`config.mk`:
```
export PLATFORM = sky130hd
export DESIGN_NAME = logic_cell_cfg_loader
export DESIGN_NICKNAME = d
export VERILOG_FILES = /design/src/rtl/logic_cell_cfg_loader.sv
export SDC_FILE = /design/constraint.sdc
export NUM_CORES = 1
export LEC_CHECK = 0
export BUFFER_PORTS_ARGS = -buffer_cell sky130_fd_sc_hd__buf_2
export CORE_UTILIZATION = 55
export DETAILED_ROUTE_END_ITERATION = 8
export GPL_TIMING_DRIVEN = 1
export PLACE_DENSITY = 0.75
export SLEW_MARGIN = 20
export SYNTH_ARGS = -nofsm -noshare
export SYNTH_HDL_FRONTEND = slang
export SYNTH_SLANG_ARGS = --single-unit
```
`constraint.sdc`:
```
create_clock -name QCK -period 6.5 [get_ports QCK]
set_input_delay 0.975 -clock QCK [delete_from_list [all_inputs] [get_ports QCK]]
set_output_delay 0.975 -clock QCK [all_outputs]
set_load 0.05 [all_outputs]
```
`src/rtl/logic_cell_cfg_loader.sv`:
```
// Serial loader for the logic-cell LUT configuration bank.
// It decodes framed MSB-first words (sync, addr, data, checksum) and commits each valid word to its cell.
module logic_cell_cfg_loader #(
    parameter int          NUM_CELLS = 4,
    parameter logic [7:0]  SYNC      = 8'hA5
) (
    input  logic                     QCK,
    input  logic                     QRTN,
    input  logic                     CFG_DI,
    input  logic                     CFG_EN,
    input  logic                     ERR_CLR,
    output logic [16*NUM_CELLS-1:0]  lFragBitInfo,
    output logic                     CFG_WE,
    output logic [7:0]               CFG_ADDR,
    output logic                     CFG_BUSY,
    output logic                     CFG_ERR
);

    typedef enum logic [1:0] {S_HUNT, S_ADDR, S_DATA, S_CHK} state_t;

    state_t                        state, state_nxt;
    logic [6:0]                    win;
    logic [3:0]                    cnt;
    logic [7:0]                    addr_sr;
    logic [15:0]                   data_sr;
    logic [6:0]                    chk_sr;
    logic [NUM_CELLS-1:0][15:0]    bank;

    logic [7:0]                    win_nxt;
    logic [7:0]                    chk_word;
    logic                          addr_ok;
    logic                          commit;
    logic                          reject;

    assign win_nxt      = {win, CFG_DI};
    assign chk_word     = {chk_sr, CFG_DI};
    assign addr_ok      = ({1'b0, addr_sr} < 9'(NUM_CELLS));
    assign lFragBitInfo = bank;
    assign CFG_BUSY     = (state != S_HUNT);

    always_ff @(posedge QCK or negedge QRTN) begin
        if (!QRTN) state <= S_HUNT;
        else       state <= state_nxt;
    end

    always_comb begin
        state_nxt = state;
        commit    = 1'b0;
        reject    = 1'b0;
        if (CFG_EN) begin
            case (state)
                S_HUNT: if (win_nxt == SYNC) state_nxt = S_ADDR;
                S_ADDR: if (cnt == 4'd7)     state_nxt = S_DATA;
                S_DATA: if (cnt == 4'd15)    state_nxt = S_CHK;
                S_CHK: begin
                    if (cnt == 4'd7) begin
                        state_nxt = S_HUNT;
                        // Checksum covers the address byte and both data bytes.
                        if (chk_word == (addr_sr ^ data_sr[15:8] ^ data_sr[7:0]) && addr_ok)
                            commit = 1'b1;
                        else
                            reject = 1'b1;
                    end
                end
                default: state_nxt = S_HUNT;
            endcase
        end
    end

    always_ff @(posedge QCK or negedge QRTN) begin
        if (!QRTN) begin
            win      <= '0;
            cnt      <= '0;
            addr_sr  <= '0;
            data_sr  <= '0;
            chk_sr   <= '0;
            bank     <= '0;
            CFG_WE   <= 1'b0;
            CFG_ADDR <= '0;
            CFG_ERR  <= 1'b0;
        end else begin
            CFG_WE <= commit;
            if (reject)       CFG_ERR <= 1'b1;
            else if (ERR_CLR) CFG_ERR <= 1'b0;
            if (commit) CFG_ADDR <= addr_sr;
            for (int k = 0; k < NUM_CELLS; k++)
                if (commit && addr_sr == 8'(k)) bank[k] <= data_sr;
            if (CFG_EN) begin
                case (state)
                    // Window is left zeroed on exit so the next hunt needs 8 fresh bits.
                    S_HUNT: begin
                        win <= (state_nxt == S_ADDR) ? 7'd0 : win_nxt[6:0];
                        cnt <= '0;
                    end
                    S_ADDR: begin
                        addr_sr <= {addr_sr[6:0], CFG_DI};
                        cnt     <= (cnt == 4'd7) ? 4'd0 : cnt + 4'd1;
                    end
                    S_DATA: begin
                        data_sr <= {data_sr[14:0], CFG_DI};
                        cnt     <= (cnt == 4'd15) ? 4'd0 : cnt + 4'd1;
                    end
                    S_CHK: begin
                        chk_sr <= chk_word[6:0];
                        cnt    <= (cnt == 4'd7) ? 4'd0 : cnt + 4'd1;
                    end
                    default: cnt <= '0;
                endcase
            end
        end
    end

endmodule

```
; After elaboration in Yosys (flattened, before gate mapping)
; Index checks and enable logic that the tools add are counted.
[totals]
regBits = 118
inputBits = 5
output_inout_bits = 75
word_cells = 62
[classes]
addsub = 1
magnitude_cmp = 1
eq_ne = 11
muxes = 20
bitwise_logic = 2
n_reduce_logical = 14
[op_table]
columns = operator, n
row1 = 8-bit by 2-bit equality test with 1-bit output (second input constant), 2
row2 = 8-bit XOR, 2
row3 = 4-bit one-hot mux with 3 select lines, 1
row4 = 1-bit two-way mux, 10
row5 = 2-bit two-way mux, 5
row6 = 8-bit by 1-bit equality test with 1-bit output (second input constant), 1
row7 = 8-bit equality test, 1
row8 = 8-bit equality test (second input constant), 1
row9 = 8-bit zero test, 1
row10 = 8-bit by 3-bit less-than comparator with 1-bit output (second input constant), 1
row11 = 4-bit two-way mux, 2
row12 = 2-bit one-hot mux with 4 select lines, 1
row13 = 2-bit AND reduction, 4
row14 = 7-bit two-way mux, 1
row15 = 1-bit logical AND, 5
row16 = 4-bit by 1-bit adder with 4-bit output (second input constant), 1
row17 = 2-bit by 1-bit equality test with 1-bit output (second input constant), 2
row18 = 2-bit equality test (second input constant), 2
row19 = 4-bit by 3-bit equality test with 1-bit output (second input constant), 1
row20 = 4-bit equality test (second input constant), 1
row21 = 2-bit nonzero test, 2
row22 = 2-bit zero test, 1
row23 = 2-bit OR reduction, 1

; Logic depth before layout (Yosys ltp)
; Gate-level depths: netlist (run 1).
[depth]
depth_word = 9
mapped_depth = 7
depth_no_buf = 6

; Least setup slack after synthesis (run 1)
; Ideal clock, no wire load.
[synth_timing]
path_type = input to register
startpoint = input port CFG_DI
endpoint = register bank (netlist bit lFragBitInfo[0])
setup_time_ns = 0.125
arrival_time_ns = 2.569
t_required_ns = 6.375
slack_ns = 3.806
cell_stages = 6
n_path_buf = 1
path_cell_list = xor2_1 xnor2_1 nor4_4 nand4_4 buf_6 mux2_4
[synth_via]
elab_chain_len = 7
[synth_rtl]
columns = element, line_no
row1 = start: declaration, 9  ; input logic CFG_DI,
row2 = 8-bit equality test, 59  ; if (chk_word == (addr_sr ^ data_sr[15:8] ^ data_sr[7:0]) && addr_ok)
row3 = 1-bit logical AND, 59
row4 = 1-bit two-way mux, 59
row5 = 1-bit two-way mux, 56  ; if (cnt == 4'd7) begin
row6 = 1-bit two-way mux, 51  ; case (state)
row7 = 1-bit two-way mux, 50  ; if (CFG_EN) begin
row8 = 1-bit logical AND, 87  ; if (commit && addr_sr == 8'(k)) bank[k] <= data_sr;
row9 = end signal: indexed assignment, 87
row10 = end: declaration, 27  ; logic [NUM_CELLS-1:0][15:0] bank;
; Every way passes these cells.
; A chain may end at the register's enable or synchronous reset.

; Worst setup path in the final report (run 1)
[layout_timing]
startpoint = input port CFG_EN
endpoint = register bank (netlist bit lFragBitInfo[10])
[layout_via]
elab_chain_len = 2
[layout_rtl]
columns = element, line_no
row1 = start: declaration, 10  ; input logic CFG_EN,
row2 = 1-bit two-way mux, 50
row3 = 1-bit logical AND, 87
; Every way passes these cells.

==> results.txt, run 1 <==
number of DRC violations after detailed-routing iteration 0: 119
fraction of registers with async set/reset: 100%
most repeated cell in the gate-level netlist after synthesis: sky130_fd_sc_hd__dfrtp_1
insertion delay to the later sink of the worst-skew pair: 0.50 ns
final core utilization: 69.4%
Initial Utilization: 56.9%
number of buffers inserted during clock tree synthesis: 17
DIE AREA: 9400 sq um
largest area contributor in the netlist: sky130_fd_sc_hd__dfrtp_1
per-cell routed wire length: 17.5 um
max-cap violation count: 0
Die Y: 97.0 um
setup repair after global routing missed its margin: no
global-route track usage on met2: 32.7%
status: complete, no violations
upper clock frequency limit: 364 MHz
GRT Residual Overflow: 0
final count of negative-setup-slack endpoints: 0
crit path from: CFG_EN
logic depth of the worst setup path including buffers: 6
synthesized area per cell: 15.7 sq um
total track usage: 21.3%
startpoint of the worst hold path: CFG_ADDR[7]
total power: 0.00172 W
FF-to-FF path depth: 5
Post-synth top flop: sky130_fd_sc_hd__dfrtp_1
reg2reg end: lFragBitInfo[10]
cells traversed along the worst timing path: buf_2 -> nand3_1 -> or3_1 -> nor3_2 -> nand4_4 -> mux2_4
mapped cell area: 4960 sq um
synth cell count leaders: 118 x sky130_fd_sc_hd__dfrtp_1, 79 x sky130_fd_sc_hd__mux2_2, 23 x sky130_fd_sc_hd__mux2_4
ports placed on the boundary: 80
Slew Limit Fails: 0
setup repair bufs after CTS: 0
first-pass GRT wire length: 15.6 mm
worst ir drop on vdd: 0.000247 V
static leakage: 3.31 nW
number of global-route vias before repair: 2964
Critical R2R Launch: data_sr[4]
count of vias placed by the detailed router: 2867
worst slew pin tran: 0.832 ns
antenna cell count: 0
number of hold violations in the final report: 0
maximum fanout along the worst path: 16
final worst-path cycle share: 42.3%
total negative slack for setup checks: 0 ns
number of storage elements in the synthesis netlist: 118
Crit Path Class: primary input to register
total DRC errors in the routed layout: 0
post-synthesis sequential area ratio: 59.5%
delay-heaviest family, CP: simple AND/OR/NAND/NOR gates
number of routed nets with antenna violations: 0
post-cts sizing count: 0
type of origin of the critical path: primary input
worst reg2reg setup slack: 3.83 ns
Critical path buffers and inverters: 1
layer carrying the most global-route usage: met2
wire length reported by the detailed router: 9.24 mm
count of input and output buffers: 79
count of flip-flops with a built-in enable after synthesis: 0
portion of synthesized cell area occupied by the leading cell type: 59.5%
cells after synthesis: 316
level count of the clock H-tree: 4
post-route clock skew: 0.00768 ns
detailed-router iteration count before antenna repair: 4
stage delay of the slowest cell on the critical path: 0.48 ns
number of rows created at floorplan: 34
clock tree from TritonCTS: built
Std-Cell Core Area: 8720 sq um
hold slack final: 0.474 ns
worst slew margin relative to its limit: 44.4%
library cells used by synthesis: 34
post-layout net count: 413
number of warnings printed during yosys synthesis: 0
pin count of the biggest net entering global routing: 64
maximum buffer depth of the clock tree: 2
arrival time reported for the critical path endpoint: 3.13 ns
worst min-delay path category: register to register
clock sink count: 118
category of the worst setup path capture point: register
total half-perimeter wirelength after legalization and detailed placement: 5.86 mm
via/cell ratio: 5.44
final critical delay including setup and external delays: 2.75 ns
master of the slowest instance on the critical path: sky130_fd_sc_hd__or3_1
capturing instance or port of the critical path: lFragBitInfo[10]
pwr dens: 284 nW/um^2
CTS clk-pin slew, worst paths: 0.05 ns
Syn Nets: 322
layout cell share with drive strength beyond 1: 53.9%
die extent in x: 97.0 um
Area contributors post-synth: sky130_fd_sc_hd__dfrtp_1 60%, sky130_fd_sc_hd__mux2_2 18%, sky130_fd_sc_hd__mux2_4 7.0%
worst path required time: 6.88 ns
Root Driver: sky130_fd_sc_hd__clkbuf_8
met3 demand-to-capacity share in global routing: 5.71%
number of fillers in the final layout: 574
Post-CTS Hold Fix Bufs: 0
relative area change from synthesis to final layout: 21.9%
routability congestion estimate: 0.785
global routing met1 resource utilization: 29.8%
antenna violations before repair: 0
## layout make-up
class                   count  area, sq um  share of cell area, %
well taps                 108          135                   2.23
multi-input cells         185         1930                   31.9
flip-flops and latches    118         2950                   48.8
inverters                   5         18.8                  0.310
repair buffers             80          405                   6.70
clock buffers              23          487                   8.05
clock inverters             8          120                   1.99
## placed cells by master (no fill, tap or decap), types with 2 or more instances in the layout
master,synthesis,final
sky130_fd_sc_hd__and3_1,2,2
sky130_fd_sc_hd__clkbuf_16,0,16
sky130_fd_sc_hd__clkbuf_8,0,6
sky130_fd_sc_hd__xnor2_1,17,17
sky130_fd_sc_hd__xor2_1,8,8
sky130_fd_sc_hd__nor4bb_1,2,2
sky130_fd_sc_hd__inv_1,5,5
sky130_fd_sc_hd__clkinvlp_4,0,2
sky130_fd_sc_hd__nand3_1,4,4
sky130_fd_sc_hd__and2_1,6,6
sky130_fd_sc_hd__nor4_4,2,2
sky130_fd_sc_hd__buf_4,0,2
sky130_fd_sc_hd__mux2_2,79,79
sky130_fd_sc_hd__clkinv_2,0,3
sky130_fd_sc_hd__or4_4,2,2
sky130_fd_sc_hd__nor3_2,3,3
sky130_fd_sc_hd__bufinv_16,0,3
sky130_fd_sc_hd__o22ai_1,3,3
sky130_fd_sc_hd__a22o_1,3,3
sky130_fd_sc_hd__nand3b_1,2,2
sky130_fd_sc_hd__dfrtp_1,118,118
sky130_fd_sc_hd__buf_2,0,78
sky130_fd_sc_hd__nand2_1,8,8
sky130_fd_sc_hd__nor2_1,3,3
sky130_fd_sc_hd__mux2_4,23,23
sky130_fd_sc_hd__nand4_4,4,4
sky130_fd_sc_hd__o21ai_0,3,3
## cell families after synthesis
| group | Yosys count | synth area share, % |
|---|---|---|
| and+or+nand+nor | 44 | 7.49 |
| buffers and inverters | 13 | 1.59 |
| AOI/OAI and AO/OA | 12 | 1.64 |
| muxes | 103 | 25.1 |
| adders and majority gates | 1 | 0.252 |
| DFF | 118 | 59.5 |
| xor gates and xnor gates | 25 | 4.41 |
## state kept, by name, indices dropped and copies added, names as in the netlist, 2 cells and up
name / count
lFragBitInfo: 64
data_sr: 16
cnt: 4
state: 2
addr_sr: 8
chk_sr: 7
CFG_ADDR: 8
win: 7
## worst min-delay path by stage
stage / end / slack [ns] / depth (start not counted)
2_1_floorplan: win[6] / 0.47 / 1
3_3_place_gp: CFG_ADDR[5] / 0.47 / 1
3_5_place_dp: CFG_ADDR[7] / 0.47 / 1
4_1_cts: CFG_ADDR[7] / 0.48 / 1
5_1_grt: CFG_ADDR[7] / 0.50 / 1
6_report: CFG_ADDR[7] / 0.47 / 1
## metal layers
layer | wire [um] | vias up
met3 | 342 | 6
met1 | 4360 | 1466
li1 | - | 1320
met5 | 0 | -
met2 | 4470 | 75
met4 | 68 | 0
## per-stage QoR
stage               area, sq um  setup WS (ns)  cells
floorplan                  4960           3.81    316
global placement           5440           3.34    496
detailed placement         5440           3.27    496
CTS                        6050           3.78    527
global route               6050           3.68    527
finish                     6050           3.75    527
## power by group
group | total [W] | switching, W | internal [W]
clock | 0.000934 | 0.000303 | 0.000630
combinational | 0.0000354 | 0.0000230 | 0.0000123
sequential | 0.000750 | 0.00000612 | 0.000744
No activity file was read; power rests on OpenSTA's default activity.
==> run 2, diff against run 1 <==
--- a/config.mk
+++ b/config.mk
@@ -5,6 +5,7 @@
 export SDC_FILE = /design/constraint.sdc
 export NUM_CORES = 1
 export LEC_CHECK = 0
+export ABC_AREA = 1
 export BUFFER_PORTS_ARGS = -buffer_cell sky130_fd_sc_hd__buf_2
 export CORE_UTILIZATION = 55
 export DETAILED_ROUTE_END_ITERATION = 8
==> constraint.sdc (replaced) <==
create_clock -name QCK -period 2.6 [get_ports QCK]
set_input_delay 0.39 -clock QCK [delete_from_list [all_inputs] [get_ports QCK]]
set_output_delay 0.39 -clock QCK [all_outputs]
set_load 0.05 [all_outputs]
==> results.txt, run 2 <==
Post-CTS Hold Fix Bufs: 1
cell type with the highest occurrence count on the critical path: sky130_fd_sc_hd__nand2_1
fraction of registers with async set/reset: 100%
final core utilization: 68.4%
number of storage elements in the synthesis netlist: 118
final worst-path cycle share: 88.4%
library cells used by synthesis: 29
stage delay of the slowest cell on the critical path: 0.41 ns
worst slew pin tran: 0.960 ns
insertion delay to the later sink of the worst-skew pair: 0.51 ns
setup repair after global routing missed its margin: no
per-cell routed wire length: 14.6 um
ports placed on the boundary: 80
FF-to-FF path depth: 12
worst hold path endpoint: CFG_ERR
number of warnings printed during yosys synthesis: 0
total track usage: 27.2%
Critical R2R Launch: cnt[0]
cells after synthesis: 620
delay-heaviest family, CP: simple AND/OR/NAND/NOR gates
count of input and output buffers: 79
most repeated cell in the gate-level netlist after synthesis: sky130_fd_sc_hd__nand2_1
Die Y: 99.0 um
finished layout cell area: 6290 sq um
portion of synthesized cell area occupied by the leading cell type: 57.1%
post-synthesis sequential area ratio: 57.1%
startpoint of the worst hold path: ERR_CLR
antenna cell count: 0
hold slack final: 0.0768 ns
Crit Path Class: register to register
Std-Cell Core Area: 9200 sq um
relative area change from synthesis to final layout: 21.5%
CTS clk-pin slew, worst paths: 0.06 ns
post-route clock skew: 0.00460 ns
post-layout net count: 711
total negative slack for setup checks: 0 ns
worst reg2reg setup slack: 0.30 ns
Syn Nets: 626
maximum fanout along the worst path: 25
type of origin of the critical path: register
total half-perimeter wirelength after legalization and detailed placement: 8.36 mm
Slew Limit Fails: 0
worst slew margin relative to its limit: 35.8%
Root Driver: sky130_fd_sc_hd__clkbuf_8
worst min-delay path category: primary input to register
number of buffers inserted during clock tree synthesis: 17
layout cell share with drive strength beyond 1: 18.8%
setup repair bufs after CTS: 0
Area contributors post-synth: sky130_fd_sc_hd__dfrtp_1 57%, sky130_fd_sc_hd__nand2_1 15%, sky130_fd_sc_hd__inv_1 6.5%
footprint of the multi-input gates: 1760 sq um
cells traversed along the worst timing path: ha_1 -> nand2_1 -> nor2_1 -> nand3_1 -> nor2_1 -> inv_2 -> nor2_8 -> buf_4 -> nand2_4 -> nand2_1 -> nand2_1 -> inv_1
mapped cell area: 5170 sq um
master of the slowest instance on the critical path: sky130_fd_sc_hd__dfrtp_1
wire length reported by the detailed router: 12.1 mm
number of routed nets with antenna violations: 0
DIE AREA: 9800 sq um
count of vias placed by the detailed router: 4337
number of hold violations in the final report: 0
Initial Utilization: 56.3%
pwr dens: 1020 nW/um^2
worst path required time: 3.05 ns
maximum buffer depth of the clock tree: 2
Post-synth top flop: sky130_fd_sc_hd__dfrtp_1
synth cell count leaders: 202 x sky130_fd_sc_hd__nand2_1, 118 x sky130_fd_sc_hd__dfrtp_1, 89 x sky130_fd_sc_hd__inv_1
synthesized area per cell: 8.34 sq um
first-pass GRT wire length: 20.3 mm
level count of the clock H-tree: 4
hold depth: 2
final critical delay including setup and external delays: 2.30 ns
total power: 0.00643 W
number of rows created at floorplan: 35
reg2reg end: lFragBitInfo[12]
antenna violations before repair: 0
die extent in x: 99.0 um
Post-Place Cell Area: 5660 sq um
largest area contributor in the netlist: sky130_fd_sc_hd__dfrtp_1
arrival time reported for the critical path endpoint: 2.75 ns
flip-flop count of the largest register, all copies and words added: 64
clock sink count: 118
area of all sequential standard cells: 2950 sq um
GRT Residual Overflow: 0
leading cell types in the layout, fill and taps excluded: 202 x sky130_fd_sc_hd__nand2_1, 118 x sky130_fd_sc_hd__dfrtp_1, 89 x sky130_fd_sc_hd__inv_1, 78 x sky130_fd_sc_hd__buf_2, 47 x sky130_fd_sc_hd__nand3_1
post-cts sizing count: 0
count of flip-flops with a built-in enable after synthesis: 0
total DRC errors in the routed layout: 0
category of the worst setup path capture point: register
static leakage: 3.41 nW
most common cell after layout, fill and taps aside: sky130_fd_sc_hd__nand2_1
via/cell ratio: 5.23
clock tree from TritonCTS: built
pin count of the biggest net entering global routing: 52
upper clock frequency limit: 435 MHz
final count of negative-setup-slack endpoints: 0
number of global-route vias before repair: 4269
number of DRC violations after detailed-routing iteration 0: 245
max-cap violation count: 0
Critical path buffers and inverters: 3
status: complete, no violations
detailed-router iteration count before antenna repair: 5
worst ir drop on vdd: 0.000788 V
number of fillers in the final layout: 732
routability congestion estimate: 0.935
==> run 2: changes by cell type after synthesis, moves of 31 or more <==
cell,previous run,this run
sky130_fd_sc_hd__nand3_1,4,47
sky130_fd_sc_hd__o21ai_0,3,42
sky130_fd_sc_hd__nand2_1,8,202
sky130_fd_sc_hd__mux2_2,79,0
sky130_fd_sc_hd__inv_1,5,89
sky130_fd_sc_hd__nor2_1,3,34
==> run 2: area by class of cell <==
class | count | share of cell area [%]
multi-input cells | 389 | 28.0
clock buffers | 18 | 6.65
clock inverters | 14 | 3.14
repair buffers | 87 | 7.52
well taps | 111 | 2.21
inverters | 92 | 5.49
flip-flops and latches | 118 | 47.0
==> run 2: worst max-delay path by stage <==
stage / end / start / cells past startpoint
CTS: lFragBitInfo[12] / cnt[0] / 12
global placement: lFragBitInfo[3] / cnt[0] / 12
global route: lFragBitInfo[12] / cnt[0] / 12
detailed placement: lFragBitInfo[10] / cnt[0] / 12
finish: lFragBitInfo[12] / cnt[0] / 12
floorplan: lFragBitInfo[43] / cnt[0] / 11
==> run 2: cells by family (layout without fill, tap and decap cells) <==
| family | Yosys count | after routing | share of synthesized area [%] |
|---|---|---|---|
| compound gates | 83 | 83 | 8.54 |
| fa+ha+maj | 1 | 1 | 0.242 |
| flops | 118 | 118 | 57.1 |
| buf+inv | 113 | 211 | 8.85 |
| simple gates | 300 | 300 | 24.4 |
| xor+xnor | 5 | 5 | 0.847 |
==> run 2: routing by layer <==
layer	global-route usage, %	wire length (um)
met1	34.0	5150
met2	46.6	6330
met3	5.32	482
met4	11.1	161
met5	0	0
==> run 2: where the power goes <==
group	internal [W]	switching, W
registers	0.00214	0.000357
clock network	0.00157	0.000854
logic	0.000453	0.00105
==> run 2: per-stage QoR <==
stage | cells | worst slack (ns)
floorplan | 620 | 0.756
global placement | 796 | 0.418
detailed placement | 796 | 0.323
CTS | 829 | 0.298
global route | 829 | 0.0460
finish | 829 | 0.302
